<file path="src/rtl/core_pkg.sv">
// core_pkg: shared types and constants for the common-data-bus arbiter.
//   TAG_W/DATA_W/CDB_W : widths of a broadcast {tag, value}
//   cdb_t              : packed {tag, value} as seen on a CDB
//   CDB_IDLE           : all-zero bus, tag 0 means "no broadcast"
//   UNIT_*             : requester index of each execution unit
package core_pkg;
   localparam int TAG_W  = 6;
   localparam int DATA_W = 32;
   localparam int CDB_W  = TAG_W + DATA_W;

   typedef struct packed {
      logic [TAG_W-1:0]  tag;
      logic [DATA_W-1:0] value;
   } cdb_t;

   localparam cdb_t CDB_IDLE = '0;

   localparam int UNIT_ALU = 0;
   localparam int UNIT_LSU = 1;
   localparam int UNIT_BR  = 2;
   localparam int UNIT_MUL = 3;
endpackage

</file>
<file path="src/rtl/cdb_fifo2.sv">
// cdb_fifo2: two-entry result buffer for one execution unit.
//   clk, reset : clock, synchronous active-high reset
//   flush      : synchronous empty (misprediction kill)
//   push, din  : write din at the tail
//   pop        : drop the head (only when count != 0)
//   dout       : current head entry
//   count      : occupancy 0..2
module cdb_fifo2
   import core_pkg::*;
(
   input  logic       clk,
   input  logic       reset,
   input  logic       flush,
   input  logic       push,
   input  cdb_t       din,
   input  logic       pop,
   output cdb_t       dout,
   output logic [1:0] count
);
   cdb_t mem [2];
   logic rd_ptr;
   logic wr_idx;
   logic clr;

   assign clr = reset | flush;
   // tail slot is rd_ptr when empty, the other slot when holding one entry
   assign wr_idx = rd_ptr ^ count[0];
   assign dout   = mem[rd_ptr];

   always_ff @(posedge clk) begin
      if (push && !clr)
         mem[wr_idx] <= din;
   end

   always_ff @(posedge clk) begin
      if (clr) begin
         count  <= 2'd0;
         rd_ptr <= 1'b0;
      end else begin
         if (pop)
            rd_ptr <= ~rd_ptr;
         case ({push, pop})
            2'b10:   count <= count + 2'd1;
            2'b01:   count <= count - 2'd1;
            default: count <= count;
         endcase
      end
   end
endmodule

</file>
<file path="src/rtl/cdb_arbiter.sv">
// cdb_arbiter: shares CDB1/CDB2 among NREQ execution units.
//   clk, reset : clock, synchronous active-high reset
//   kill       : synchronous flush of all buffered results
//   req_valid  : unit i offers req_data[i]
//   req_data   : per-unit {tag, value}
//   req_ready  : unit i's buffer has room (flop-driven only)
//   cdb1, cdb2 : registered broadcasts, all-zero when idle
// Each unit has a 2-entry buffer; every cycle up to two non-empty heads are
// granted in round-robin order starting at rr_ptr and broadcast next edge.
module cdb_arbiter
   import core_pkg::*;
#(
   parameter int NREQ = 4
) (
   input  logic                       clk,
   input  logic                       reset,
   input  logic                       kill,
   input  logic [NREQ-1:0]            req_valid,
   input  logic [NREQ-1:0][CDB_W-1:0] req_data,
   output logic [NREQ-1:0]            req_ready,
   output logic [CDB_W-1:0]           cdb1,
   output logic [CDB_W-1:0]           cdb2
);
   localparam int PW = (NREQ > 1) ? $clog2(NREQ) : 1;

   logic [PW-1:0]   rr_ptr, rr_nxt;
   cdb_t            head [NREQ];
   logic [1:0]      cnt  [NREQ];
   logic [NREQ-1:0] eligible, discard, grant, push, pop;

   logic            v1, v2;
   logic [PW-1:0]   sel1, sel2, idx;
   logic [PW:0]     sum;

   function automatic logic [PW-1:0] wrap_inc(input logic [PW-1:0] p);
      return (p == PW'(NREQ - 1)) ? '0 : p + PW'(1);
   endfunction

   for (genvar g = 0; g < NREQ; g++) begin : g_unit
      cdb_fifo2 u_fifo (
         .clk   (clk),
         .reset (reset),
         .flush (kill),
         .push  (push[g]),
         .din   (req_data[g]),
         .pop   (pop[g]),
         .dout  (head[g]),
         .count (cnt[g])
      );
      assign req_ready[g] = (cnt[g] != 2'd2);
      assign push[g]      = req_valid[g] & req_ready[g];
      // tag-0 heads are never broadcast; they are dropped as soon as they surface
      assign eligible[g]  = (cnt[g] != 2'd0) && (head[g].tag != '0);
      assign discard[g]   = (cnt[g] != 2'd0) && (head[g].tag == '0);
      assign pop[g]       = (grant[g] | discard[g]) & ~kill;
   end

   // rotating scan rr_ptr, rr_ptr+1, ... : first hit -> cdb1, second -> cdb2
   always_comb begin
      v1     = 1'b0;
      v2     = 1'b0;
      sel1   = '0;
      sel2   = '0;
      sum    = '0;
      idx    = '0;
      grant  = '0;
      rr_nxt = rr_ptr;
      for (int k = 0; k < NREQ; k++) begin
         sum = {1'b0, rr_ptr} + (PW+1)'(k);
         if (sum >= (PW+1)'(NREQ))
            sum = sum - (PW+1)'(NREQ);
         idx = sum[PW-1:0];
         if (eligible[idx]) begin
            if (!v1) begin
               v1   = 1'b1;
               sel1 = idx;
            end else if (!v2) begin
               v2   = 1'b1;
               sel2 = idx;
            end
         end
      end
      if (v1) grant[sel1] = 1'b1;
      if (v2) grant[sel2] = 1'b1;
      if (v2)
         rr_nxt = wrap_inc(sel2);
      else if (v1)
         rr_nxt = wrap_inc(sel1);
   end

   always_ff @(posedge clk) begin
      if (reset) begin
         rr_ptr <= '0;
         cdb1   <= CDB_IDLE;
         cdb2   <= CDB_IDLE;
      end else if (kill) begin
         // rr_ptr deliberately held across a flush
         cdb1   <= CDB_IDLE;
         cdb2   <= CDB_IDLE;
      end else begin
         rr_ptr <= rr_nxt;
         cdb1   <= v1 ? head[sel1] : CDB_IDLE;
         cdb2   <= v2 ? head[sel2] : CDB_IDLE;
      end
   end
endmodule

</file>
<file path="config.mk">
export PLATFORM = sky130hd
export DESIGN_NAME = cdb_arbiter
export DESIGN_NICKNAME = d
export VERILOG_FILES = /design/src/rtl/core_pkg.sv /design/src/rtl/cdb_fifo2.sv /design/src/rtl/cdb_arbiter.sv
export SDC_FILE = /design/constraint.sdc
export NUM_CORES = 1
export LEC_CHECK = 0
export BUFFER_PORTS_ARGS = -buffer_cell sky130_fd_sc_hd__buf_4
export CORE_MARGIN = 1
export CORE_UTILIZATION = 34
export DETAILED_ROUTE_END_ITERATION = 7
export PLACE_DENSITY_LB_ADDON = 0.3
export RECOVER_POWER = 100
export SLEW_MARGIN = 25
export SYNTH_ARGS = -nofsm -noshare
export SYNTH_HDL_FRONTEND = slang
export SYNTH_SLANG_ARGS = --single-unit
</file>
<file path="constraint.sdc">
create_clock -name clk -period 5.1 [get_ports clk]
set_clock_uncertainty 0.05 [all_clocks]
set_input_delay 0.51 -clock clk [delete_from_list [all_inputs] [get_ports clk]]
set_output_delay 0.51 -clock clk [all_outputs]
set_load 0.005 [all_outputs]
</file>
**After elaboration in Yosys (flattened, before gate mapping)**

Memories as Yosys holds them, arrays and structs flattened. A register that Yosys moved wholly into a read port is not among the register bits.
Index checks and enable logic that the tools add are counted.

- Register bits after elaboration: 90
- Latch bits: 0
- Bits in writable memories: 304
- Bits in read-only memories: 0
- Input bits: 159
- Output and inout port bits: 80
- Word-level logic and storage cells: 195
- Memories kept: 4

Memories:

| name | words | bits a word | rd ports | clocked after Yosys merged registers in | write ports | line | text |
|---|---|---|---|---|---|---|---|
| g_unit[0].u_fifo.mem | 2 | 38 | 1 | 1 | 1 | cdb_fifo2.sv:20 | `cdb_t mem [2];` |
| g_unit[1].u_fifo.mem | 2 | 38 | 1 | 1 | 1 | cdb_fifo2.sv:20 |  |
| g_unit[2].u_fifo.mem | 2 | 38 | 1 | 1 | 1 | cdb_fifo2.sv:20 |  |
| g_unit[3].u_fifo.mem | 2 | 38 | 1 | 1 | 1 | cdb_fifo2.sv:20 |  |

- Add/subtract/negate cells: 17
- $mul: 0
- Divide/modulo/power cells: 0
- Order comparisons: 14
- Equality and inequality tests: 14
- Shifts and indexed selects: 0
- Mux-type cells: 73
- Bitwise operators: 27
- Reductions and logical operators: 35

Operators with widths:

| operator | count |
|---|---|
| $bmux W38 S2 | 2 |
| $mux W38 | 4 |
| $mux W2 | 23 |
| $mux W1 | 32 |
| $logic_not A6 Y1 | 4 |
| $reduce_bool A6 Y1 | 4 |
| $lt A2 B3 Y1 const B | 6 |
| $reduce_bool A2 Y1 | 9 |
| $pmux W2 S2 | 4 |
| $sub A2 B1 Y2 const B | 8 |
| $ge A3 B3 Y1 const B | 5 |
| $logic_and A1 B1 Y1 | 14 |
| $add A2 B1 Y2 const B | 6 |
| $eq A2 B2 Y1 const B | 6 |
| $and A1 B1 Y1 | 8 |
| $bmux W1 S2 | 4 |
| $eq A2 B1 Y1 const B | 4 |
| $mux W4 | 2 |
| $ne A2 B2 Y1 const B | 4 |
| $not A1 Y1 | 7 |
| $add A2 B2 Y3 const B | 2 |
| $not A2 Y3 | 2 |
| $reduce_or A3 Y1 | 2 |
| $or A1 B1 Y1 | 5 |
| 8 further kinds | 13 |

**Logic depth before layout (Yosys ltp)**

- Depth after elaboration: 23
- Mapped depth: 25
- Depth with buffers taken out: 21

**Modules after synthesis**

A second synthesis with hierarchy kept.

- Cells, all modules: 1027
- Area, all modules: 16532.1 µm²

By module, submodules not included:

| module | instances | cells each | area each (µm²) | seq. area each (µm²) |
|---|---|---|---|---|
| cdb_fifo2 | 4 | 137 | 2916.5 | 2362.3 |
| cdb_arbiter | 1 | 479 | 4865.9 | 1561.5 |

**Least setup slack after synthesis**

OpenSTA, ideal clock, no wires.

- Kind: input -> register
- From: input kill
- To: memory g_unit[2].u_fifo.mem[0][0] in the netlist's numbering (enable)
- Setup time: 0.489 ns
- Arrival: 3.807 ns
- Required time: 4.561 ns
- Slack: 0.754 ns
- Stages: 3
- Path buffers: 1
- Path through: or2_2 clkbuf_1 nor3b_1

- Word-level cells in the longest chain between the ends: 5

RTL lines:

| item | line | text |
|---|---|---|
| start, declared | cdb_arbiter.sv:17 | `input logic kill,` |
| $or A1 B1 Y1 | cdb_fifo2.sv:25 | `assign clr = reset \| flush;` |
| $logic_not A1 Y1 | cdb_fifo2.sv:31 | `if (push && !clr)` |
| $logic_and A1 B1 Y1 | cdb_fifo2.sv:31 |  |
| $mux W1 | cdb_fifo2.sv:31 |  |
| $mux W1 (not written as such) | cdb_fifo2.sv:32 | `mem[wr_idx] <= din;` |
| end, declared | cdb_fifo2.sv:20 |  |

No other way between the ends.

==> reports/metrics.cfg <==
[synthesis]
ys_ff_latch=398
synthArstFlopShare=0
ys_types=62
synth_area_per_cell_sq_um=14.2
synth_area_leaders=edfxtp_1, mux2i_1, dfxtp_1, a21oi_1, nand3_1
syn-instance-count=1196
synthFlopType=edfxtp_1
yosys_warnings=0
synth_nets=1366
syn_area_sq_mm=0.0170
yosysTopAreaCell=edfxtp_1
yosysSeqAreaShare=0.647
synth_top_area_frac=0.537
synth_edf_count=304

[global_routing]
grt_max_degree=49
grt_overflow=0
first_global_vias=11000
antenna_found_initial=5
grt.total_usage=0.185
grt_pass1_wl_mm=68.8

[worst_setup_path]
start_kind=flop
cp_cell_sequence=mux2i_1 > o211ai_1 > o21ai_2 > nor4_1 > o21ai_0 > nand3_1 > a211o_2 > nor2_1 > inv_1 > ha_1 > a222oi_1 > nor2_1 > ha_1 > or3_1 > a21oi_1
reg2reg_depth=15
cpPeakStageDelay_ns=0.56
crit_fanout=18
criticalPathCategory=reg2reg
worstPathRequired_ns=5.55
crit_arrival_ns=5.11
slowest_stage=dfxtp_4
end_kind=flop

[floorplanning]
die_area_sq_mm=0.0509
pin_count=239
die_x_microns=226
dieHeight_microns=226
initial_core_util=0.346
coreArea_sq_mm=0.0492
rows=81

[place]
pre_cts_slack_ns=0.488
place_congestion=0.866
place_area_sq_mm=0.0196
dp_hpwl_mm=31.4
io_buffers=238

[clock_network]
cts_tree=built
clock_sinks=398
cts_buffers=45
clock_latency_ns=0.58
holdBufCountCts=0
cts_max_level=2
clk_pin_slew_worst_paths_ns=0.06
cts_buffer_depth=3
root_buffer=clkbuf_16
post_cts_resized=0
cts_setup_buffers=0

[hold_path]
whs_path_depth=1
hp-class=in2reg

[layout]
final_nets=1598
syn_to_final_growth_pct=22.1
final_area_sq_mm=0.0208
fin_util=0.422
final_common_cell=mux2i_1
drive_gt1_frac=0.190
final_cell_mix=mux2i_1, edfxtp_1, clkbuf_4

[routing]
drtAntennaViolNets=0
avgViaCountPerCell=5.12
drc=0
vias=10900
wirelength_mm=47.7
initialDrtViolationCount=961
wl_per_cell_microns=22.4
drtPass1Iterations=5

[pwr]
vdd_ir_drop_max_v=0.000416
power_density_mw_per_mm2=495
p_leak_nw=6.80

[run]
cap_viol_max_count=11

[timing]
worst_pin_slew_ns=2.95
fmax_mhz=214
hold_viol=0
setup_slack_ns=0.434
tns_ns=0
maxSlewHeadroom=-0.965
drv_slew=284
grt_setup_unrepaired=no
fin_crit_sh=0.915
period_minus_slack_ns=4.67
finalSetupViolCount=0

[outcome]
violations=capacitance limit, slew limit
status=finished with violations

[worst max-delay path: cells and delay by family, from the launching register on]
kind / cells / cell delay (ns)
AO/OA/AOI/OAI: 6 / 1.90
adder cells (fa/ha/maj): 2 / 0.54
buffers and inverters: 1 / 0.11
flip-flops: 1 / 0.56
multiplexers: 1 / 0.37
AND/OR/NAND/NOR: 5 / 1.02
[synth_stat cells (6+ instances only)]
cell type	instances
dfxtp_1	94
nand2b_1	9
nor2_1	61
clkbuf_1	34
a21oi_1	56
nand4_1	6
o21ai_1	11
nand3_1	50
nor3_1	10
ha_1	11
mux2i_1	343
buf_2	31
nand2_1	18
xnor2_1	9
buf_4	7
inv_1	7
o21ai_0	41
edfxtp_1	304
xor2_1	7
[registers in the layout, indices dropped and copies added (netlist names), named ones only]
register	count
cdb1	38
g_unit.u_fifo.count	8
g_unit.u_fifo.rd_ptr	4
rr_ptr	2
cdb2	38
g_unit.u_fifo.mem	304
[kinds of logic (layout without fill, tap and decap cells)]
logic type / after synthesis / after routing / synth area share
AO/OA/AOI/OAI: 150 / 150 / 0.0525
XOR/XNOR: 17 / 17 / 0.00919
adder cells (fa/ha/maj): 12 / 12 / 0.00868
buffers and inverters: 88 / 357 / 0.0255
flip-flops: 398 / 398 / 0.647
multiplexers: 343 / 343 / 0.202
other: 0 / 3 / 0
AND/OR/NAND/NOR: 188 / 188 / 0.0551
[path summary, 6_finish.rpt]
check	startpoint	endpoint	slack [ns]
worst min register to register	g_unit[0].u_fifo.count[1]$_SDFFE_PP0P_	g_unit[0].u_fifo.count[1]$_SDFFE_PP0P_	0.46
worst max register to register	flop	g_unit[2].u_fifo.count[1]$_SDFFE_PP0P_	0.43
worst min-delay path	req_data[76]	g_unit[2].u_fifo.mem[1][0]$_DFFE_PP_	0.08
worst max-delay path	flop	g_unit[2].u_fifo.count[1]$_SDFFE_PP0P_	0.43
[where the power goes]
part	internal (W)	total, W	leakage [nW]	switching, W
registers	0.00374	0.00389	3.53	0.000146
logic	0.00110	0.00303	2.50	0.00193
clock network	0.00205	0.00337	0.776	0.00132
total	0.00689	0.0103	6.80	0.00339
[metrics by stage]
step	total power (W)	cells	hold slack, ns
6_report	0.0103	2132	0.0799
4_1_cts	0.0104	2129	0.0272
3_5_place_dp	0.00705	2045	0.452
3_3_place_gp	0.00702	2045	0.442
2_1_floorplan	0.00599	1196	0.417
5_1_grt	0.0107	2131	0.0615
[cell type report]
class	count	area [sq um]
diodes	3	7.51
clock buffers	60	1290
clock inverters	24	287
fillers	4533	28400
inverters	8	30.0
multi-input cells	710	5630
flip-flops and latches	398	11000
well taps	664	831
repair buffers	265	1660
[layer usage]
metal  vias to the layer above  routed length, microns  global-route usage
met2                       367                   23000               0.311
met5                         -                      27                   0
li1                       5019                       -                   -
met1                      5431                   20400               0.234
met3                        90                    2840              0.0384
met4                         4                    1390              0.0715
Note: power is estimated with default switching activity, not from simulation.
